<file path="config.mk">
export PLATFORM = sky130hd
export DESIGN_NAME = press_arbiter_flat
export DESIGN_NICKNAME = d
export VERILOG_FILES = /design/src/rtl/press_arbiter_if.sv /design/src/rtl/press_arbiter.sv /design/src/flat_wrapper.sv
export SDC_FILE = /design/constraint.sdc
export NUM_CORES = 1
export LEC_CHECK = 0
export BUFFER_PORTS_ARGS = -buffer_cell sky130_fd_sc_hd__buf_2
export CAP_MARGIN = 20
export CORE_MARGIN = 1.5
export CORE_UTILIZATION = 58
export CTS_BUF_LIST = sky130_fd_sc_hd__clkbuf_8
export DETAILED_ROUTE_END_ITERATION = 8
export PLACE_DENSITY = 0.81
export SYNTH_ARGS = -nofsm -noshare
export SYNTH_HDL_FRONTEND = slang
export SYNTH_SLANG_ARGS = --single-unit
</file>
<file path="constraint.sdc">
create_clock -name clk -period 2.3 [get_ports clk]
set_input_delay 0.23 -clock clk [delete_from_list [all_inputs] [get_ports clk]]
set_output_delay 0.23 -clock clk [all_outputs]
set_load 0.01 [all_outputs]
</file>
<file path="src/rtl/press_arbiter_if.sv">
// Button/command bus between raw push-button inputs, the arbiter and the shared resource.
interface press_arbiter_if #(
    parameter int unsigned N   = 4,
    parameter int unsigned IDW = $clog2(N)
);
    logic [N-1:0]   bi;
    logic           done;
    logic           go;
    logic [IDW-1:0] go_id;
    logic [N-1:0]   pending;
    logic           drop;
    logic           timeout;

    modport master (
        output bi, done,
        input  go, go_id, pending, drop, timeout
    );

    modport slave (
        input  bi, done,
        output go, go_id, pending, drop, timeout
    );
endinterface

</file>
<file path="src/rtl/press_arbiter.sv">
// Edge-detects N button channels, latches presses as pending and grants one at a time
// round-robin to a single resource using a go/done handshake with a timeout guard.
module press_arbiter #(
    parameter int unsigned N       = 4,
    parameter int unsigned TIMEOUT = 16
) (
    input logic              clk,
    input logic              rst,
    press_arbiter_if.slave   bus
);
    localparam int unsigned IDW = $clog2(N);
    localparam int unsigned CW  = $clog2(TIMEOUT + 1);

    typedef enum logic [1:0] {
        IDLE      = 2'd0,
        ISSUE     = 2'd1,
        WAIT_DONE = 2'd2
    } state_e;

    state_e         state_q, state_d;
    logic [N-1:0]   prev_q;
    logic [N-1:0]   pending_q, pending_d;
    logic [IDW-1:0] ptr_q, ptr_d;
    logic [IDW-1:0] go_id_q, go_id_d;
    logic [CW-1:0]  cnt_q, cnt_d;
    logic           drop_q, drop_d;
    logic           timeout_q, timeout_d;

    logic [N-1:0]   edge_c;
    logic [N-1:0]   clr_c;
    logic           pick_found_c;
    logic [IDW-1:0] pick_idx_c;

    assign edge_c = bus.bi & ~prev_q;

    // Channel cleared on the edge leaving ISSUE; a same-edge press re-sets it.
    always_comb begin
        clr_c = '0;
        if (state_q == ISSUE) begin
            clr_c[go_id_q] = 1'b1;
        end
    end

    assign pending_d = (pending_q & ~clr_c) | edge_c;
    assign drop_d    = |(edge_c & pending_q & ~clr_c);

    // First pending channel searching ptr, ptr+1, ... wrapping at N.
    always_comb begin
        pick_found_c = 1'b0;
        pick_idx_c   = '0;
        for (int unsigned k = 0; k < N; k++) begin
            logic [IDW-1:0] cand;
            cand = IDW'((32'(ptr_q) + k) % N);
            if (!pick_found_c && pending_q[cand]) begin
                pick_found_c = 1'b1;
                pick_idx_c   = cand;
            end
        end
    end

    always_comb begin
        state_d   = state_q;
        go_id_d   = go_id_q;
        ptr_d     = ptr_q;
        cnt_d     = cnt_q;
        timeout_d = 1'b0;
        unique case (state_q)
            IDLE: begin
                if (pick_found_c) begin
                    go_id_d = pick_idx_c;
                    state_d = ISSUE;
                end
            end
            ISSUE: begin
                ptr_d   = (go_id_q == IDW'(N - 1)) ? '0 : go_id_q + IDW'(1);
                cnt_d   = '0;
                state_d = WAIT_DONE;
            end
            WAIT_DONE: begin
                if (bus.done) begin
                    state_d = IDLE;
                end else if (cnt_q == CW'(TIMEOUT - 1)) begin
                    state_d   = IDLE;
                    timeout_d = 1'b1;
                end else begin
                    cnt_d = cnt_q + CW'(1);
                end
            end
            default: begin
                state_d = IDLE;
            end
        endcase
    end

    always_ff @(posedge clk or posedge rst) begin
        if (rst) begin
            state_q   <= IDLE;
            prev_q    <= '0;
            pending_q <= '0;
            ptr_q     <= '0;
            go_id_q   <= '0;
            cnt_q     <= '0;
            drop_q    <= 1'b0;
            timeout_q <= 1'b0;
        end else begin
            state_q   <= state_d;
            prev_q    <= bus.bi;
            pending_q <= pending_d;
            ptr_q     <= ptr_d;
            go_id_q   <= go_id_d;
            cnt_q     <= cnt_d;
            drop_q    <= drop_d;
            timeout_q <= timeout_d;
        end
    end

    // go is a pure decode of the state register, so it falls with an async reset.
    assign bus.go      = (state_q == ISSUE);
    assign bus.go_id   = go_id_q;
    assign bus.pending = pending_q;
    assign bus.drop    = drop_q;
    assign bus.timeout = timeout_q;
endmodule

</file>
<file path="src/flat_wrapper.sv">
// flat-port wrapper written by rule: the top's interface ports become plain ports
module press_arbiter_flat 
#(
    parameter int unsigned N       = 4,
    parameter int unsigned TIMEOUT = 16
)
  (clk, rst, bus_bi, bus_done, bus_go, bus_go_id, bus_pending, bus_drop, bus_timeout);
  press_arbiter_if #(.N(N), .IDW((2))) bus_i ();
  input logic clk;
  input logic rst;
  input wire logic [$bits(bus_i.bi)-1:0] bus_bi;
  input wire logic [$bits(bus_i.done)-1:0] bus_done;
  output wire logic [$bits(bus_i.go)-1:0] bus_go;
  output wire logic [$bits(bus_i.go_id)-1:0] bus_go_id;
  output wire logic [$bits(bus_i.pending)-1:0] bus_pending;
  output wire logic [$bits(bus_i.drop)-1:0] bus_drop;
  output wire logic [$bits(bus_i.timeout)-1:0] bus_timeout;
  assign bus_i.bi = bus_bi;
  assign bus_i.done = bus_done;
  assign bus_go = bus_i.go;
  assign bus_go_id = bus_i.go_id;
  assign bus_pending = bus_i.pending;
  assign bus_drop = bus_i.drop;
  assign bus_timeout = bus_i.timeout;
  press_arbiter #(.N(N), .TIMEOUT(TIMEOUT)) u_core (.clk(clk), .rst(rst), .bus(bus_i));
endmodule
</file>
Yosys cells after proc, flatten, opt, wreduce, memory -nomap -nowiden
Index checks and enable logic that the tools add are counted.

operators by class
  $add $sub $neg = 5
  multiply operators = 0
  divide/modulo/power cells = 0
  order comparisons = 6
  equal/unequal tests = 8
  shifts and indexed selects = 0
  mux-type cells = 30
  bitwise operators = 7
  reduce and logical (&&, ||, !) cells = 13

operator list
  kind                 number
  $and 4x4->4          4
  $mux 2               8
  $lt 2x3->1 const B   5
  $mux 1               12
  $mux 5               2
  $pmux 5 s2           1
  $bmux 1 s2           4
  $not 4->4            2
  $pmux 2 s3           1
  $add 5x1->5 const B  1
  $eq 5x4->1 const B   1
  $add 2x1->2 const B  2
  $add 2x2->2 const B  2
  $eq 2x2->1 const B   2
  $logic_and 1x1->1    4
  $mux 4               1
  $ne 2x2->1 const B   2
  $or 4x4->4           1
  $reduce_and 2->1     2
  $reduce_or 4->1      1
  $logic_not 1->1      3
  $ne 3x2->1 const B   1
  $reduce_and 3->1     1
  $demux 1 s2          1
  other kinds (5)      5

storage, ports and cells
  register bits after elaboration = 21
  latch bits = 0
  memory bits (writable) = 0
  bits in read-only memories = 0
  bits of input ports = 7
  output and inout port bits = 9
  word-level logic and storage cells = 77
  memories = 0

Depth between registers and ports, before layout
  depth in word-level cells = 14
  depth in mapped cells = 7
  mapped depth without buffers = 7

Worst setup path after synthesis
Ideal clock, no wire load.

  kind = register to register
  start point = register u_core.cnt_q[0]
  end point = register u_core.cnt_q[3]
  library setup time = 121 ps
  arrival = 1530 ps
  data required time = 2179 ps
  path slack = 648 ps
  cell stages (with the launch flop) = 8
  buffers on the path = 0
  clock period less this slack = 1652 ps
  path through = dfrtp_1 -> ha_1 -> and3_1 -> ha_1 -> nor2_4 -> nand4_1 -> a21o_1 -> o2bb2ai_1

on the way
  word-level cells in the longest chain between the ends = 4
  elaborated cells on any way between the ends = 7
  those cells by class = add/sub: 1; eq/ne: 2; mux: 3; reduce/logical: 1

RTL lines
  element                 RTL line              source
  from (decl)             press_arbiter.sv:25   logic [CW-1:0] cnt_q, cnt_d;
  from (signal assigned)  press_arbiter.sv:111  cnt_q <= cnt_d;
  $add 5x1->5             press_arbiter.sv:86   cnt_d = cnt_q + CW'(1);
  $mux 5                  press_arbiter.sv:82   end else if (cnt_q == CW'(TIMEOUT - 1)) begin
  $mux 5                  press_arbiter.sv:80   if (bus.done) begin
  $pmux 5 s2              press_arbiter.sv:67   unique case (state_q)

Parallel ways exist; a longest one is shown, timed or not. The select of a mux whose other input is x is not followed.
A chain may end at the register's enable or synchronous reset.

Worst setup path in the final report
Same ends and word-level chain as after synthesis.

==> summary.md <==
| Metric | Value |
|---|---|
| Footprint of the multi-input gates | 529 sq um |
| Die span in x | 46.7 um |
| Crit path max-delay cell type | dfrtp_1 |
| N_diodes | 0 |
| Final nets | between 100 and 150 |
| Asr flop ratio synth | 1.00 |
| Grt met2 use | 0.308 |
| Synth Flop Type | dfrtp_1 |
| Hold_ws | roughly 0.088 ns |
| Clock Latency Late Sink | 0.26 ns |
| Die area | 2190 sq um |
| Slew @ Worst Pin | approximately 0.75 ns |
| #FFs+latches synth | 21 |
| Top-area cell type share of the netlist area | 0.474 |
| Setup Viol. Count Final | 0 |
| Drt initial violations | 23 |
| Vias | 844 |
| Worst Setup SP | u_core.cnt_q[0] |
| Most numerous cell in the Yosys netlist | dfrtp_1 |
| Critical Path Max Stage Delay | ~0.43 ns |
| Outcome | finished clean |
| RSZ-0062 raised after global routing | false |
| Warning count from the yosys run | 0 |
| Share of post-route cells with drive strength above 1 | 0.173 |
| Final setup TNS | 0 ns |
| Row cnt | 15 |
| Largest cells by area after synthesis | dfrtp_1 (47%), ha_1 (11%), nand2_1 (6.1%) |
| Worst Path Max Fanout | 7 |
| Clock tree sinks | 21 |
| Syn-to-layout area delta | 12.9% |
| Vias per cell | 5.55 |
| FF/Latch Area | roughly 530 sq um |
| Drt drc | 0 |
| Number of global-route vias before repair | between 700 and 800 |
| Final Max Slew Viols | 0 |
| Final WL | 1990 um |
| Initial antenna violation count | 0 |
| Most frequent CP cell | ha_1 |
| Most Used Layer, Global Route | met1 |
| Finished Core Util | 0.710 |
| Maxcap violations | 0 |
| Max_slew headroom | 0.497 |
| Setup crit start kind | flop |
| CTS H-tree lvls | 1 |
| Reg clk slew, reported paths | around 0.070 ns |
| Hold Buf Count CTS | 0 |
| Height of the die | approximately 47 um |
| Static Leak | approximately 0.61 nW |
| CTS buffer count | 3 |
| First drt pass iteration count | 4 |
| Root Driver | clkbuf_8 |
| Register area share after synthesis | 0.474 |
| Critical Path End Type | flop |
| Layout fillers | roughly 150 |
| VDD IR max | 0.779 mV |
| R2R Path Start | u_core.cnt_q[0] |
| Worst Path Required | approximately 2.5 ns |
| Core ar. | ~1800 sq um |
| Initial Util | 0.629 |
| Syn_nets | around 130 |
| Syn_area_per_cell | between 10 and 15 sq um |
| Crit-path cells | ha_1 > and3_1 > ha_1 > nor2_4 > nand4_1 > a21o_1 > o2bb2ai_1 |
| Post-synth top cells | dfrtp_1 (21), nand2_1 (18), inv_1 (12) |
| Final Hold Vio Count | 0 |
| Global route overflow | 0 |
| Ports | 16 |
| Clock Skews | between 0.002 and 0.003 ns |
| Detail Route Antenna Nets | 0 |
| Fmax | 550 MHz |
| CP Class | reg2reg |
| Post-cts sizing count | 0 |
| Cell variety after synth | 36 |
| Buffers & Inverters on Critical Path | 0 |
| Post-synth top area cell | dfrtp_1 |
| Routing usage on met3 | 0.0654 |
| Mapped cell area | 1110 sq um |
| EDFF count, synth | 0 |
| Synthesized instance count | 110 |
| Worst Hold Class | in2async |
| First-pass GRT wire length | approximately 3300 um |
| Post-CTS Setup Repair Bufs | 0 |
| WL/cell | 13.1 um |
| Kind of cell adding the most delay to the critical path | simple AND/OR/NAND/NOR gates |
| Max clock buf depth | 2 |
| Final Cycle Share | 0.791 |
| Port Buffers | 15 |
| Pwr Density | around 1200 nW/um^2 |
| Largest net degree at the start of global routing | 22 |
| Met1 usage | 0.311 |
| Final HPWL DP | around 1500 um |
| Fin crit period | between 1.5 and 2 ns |
| Data arrival, critical path | about 2.0 ns |
| Final Wtd Congestion | approximately 0.82 |
| Gr usage total | 0.219 |
| CTS tree | yes |
-- cell type report --
| cell class | instances | share of cell area |
|---|---|---|
| flip-flops and latches | 21 | 0.420 |
| clock inverters | 1 | 0.00400 |
| multi-input cells | 75 | 0.423 |
| repair buffers | 15 | 0.0599 |
| well taps | 25 | 0.0250 |
| clock buffers | 3 | 0.0330 |
| inverters | 12 | 0.0360 |
-- flip-flops by register name (all words and copies together) (netlist names) --
name / count
u_core.bus.pending: 4
u_core.bus.drop: 1
u_core.bus.go_id: 2
u_core.prev_q: 4
u_core.cnt_q: 5
u_core.ptr_q: 2
u_core.state_q: 2
u_core.bus.timeout: 1
-- cells by family (layout without fill, tap and decap cells) --
kind of cell / after synthesis / count (layout) / share of synthesized area
adder cells (fa/ha/maj): 10 / 10 / 0.113
flip-flops: 21 / 21 / 0.474
multiplexers: 1 / 1 / 0.0101
AND/OR/NAND/NOR: 36 / 36 / 0.174
buffers and inverters: 14 / 31 / 0.0496
AO/OA/AOI/OAI: 28 / 28 / 0.180
-- worst paths after layout --
path / endpoint / slack [ns] / cells after the start
worst min-delay path: u_core.state_q[1] / 0.09 / 2
worst max register to register: u_core.cnt_q[3] / 0.48 / 7
max in group asynchronous: u_core.bus.pending[3] / 1.74 / 2
worst max-delay path: u_core.cnt_q[3] / 0.48 / 7
worst min register to register: u_core.bus.pending[2] / 0.47 / 1
min in group clk: u_core.prev_q[2] / 0.09 / 1
-- layer usage --
| layer | up-vias | part of all wire |
|---|---|---|
| met5 | - | 0 |
| met4 | 0 | 0.014 |
| met3 | 4 | 0.034 |
| met2 | 17 | 0.46 |
| met1 | 398 | 0.50 |
| li1 | 425 | - |
-- worst register-to-register path, stage by stage (launching register included) --
cell	delay (ns)
dfrtp_1	0.43
ha_1	0.24
and3_1	0.18
ha_1	0.23
nor2_4	0.16
nand4_1	0.16
a21o_1	0.21
o2bb2ai_1	0.11
-- power breakdown --
group / internal, W / switching [W] / total (W)
Combinational: 0.000269 / 0.000359 / 0.000628
Clock: 0.000121 / 0.000117 / 0.000238
Sequential: 0.000471 / 0.000137 / 0.000609
-- placed cells by master, fill, tap and decap left out, types with 2 or more instances in the layout --
cell / synthesis / routed
a31oi_1: 2 / 2
nor2b_1: 2 / 2
o21ai_1: 4 / 4
nand2b_1: 5 / 5
clkbuf_8: 0 / 3
inv_1: 12 / 12
a22o_1: 2 / 2
a21oi_1: 2 / 2
buf_2: 2 / 15
nand2_1: 18 / 18
ha_1: 10 / 10
o21ai_0: 3 / 3
dfrtp_1: 21 / 21
a22oi_1: 2 / 2
o2bb2ai_1: 3 / 3
-- through the flow --
step	power (W)	instances	instance area [sq um]	setup slack (ns)
2_1_floorplan	0.00105	110	1110	0.648
3_3_place_gp	0.00120	148	1210	0.592
3_5_place_dp	0.00124	148	1210	0.496
4_1_cts	0.00148	152	1250	0.477
5_1_grt	0.00160	152	1250	0.358
6_report	0.00147	152	1250	0.481
(Power assumes the default switching activity.)
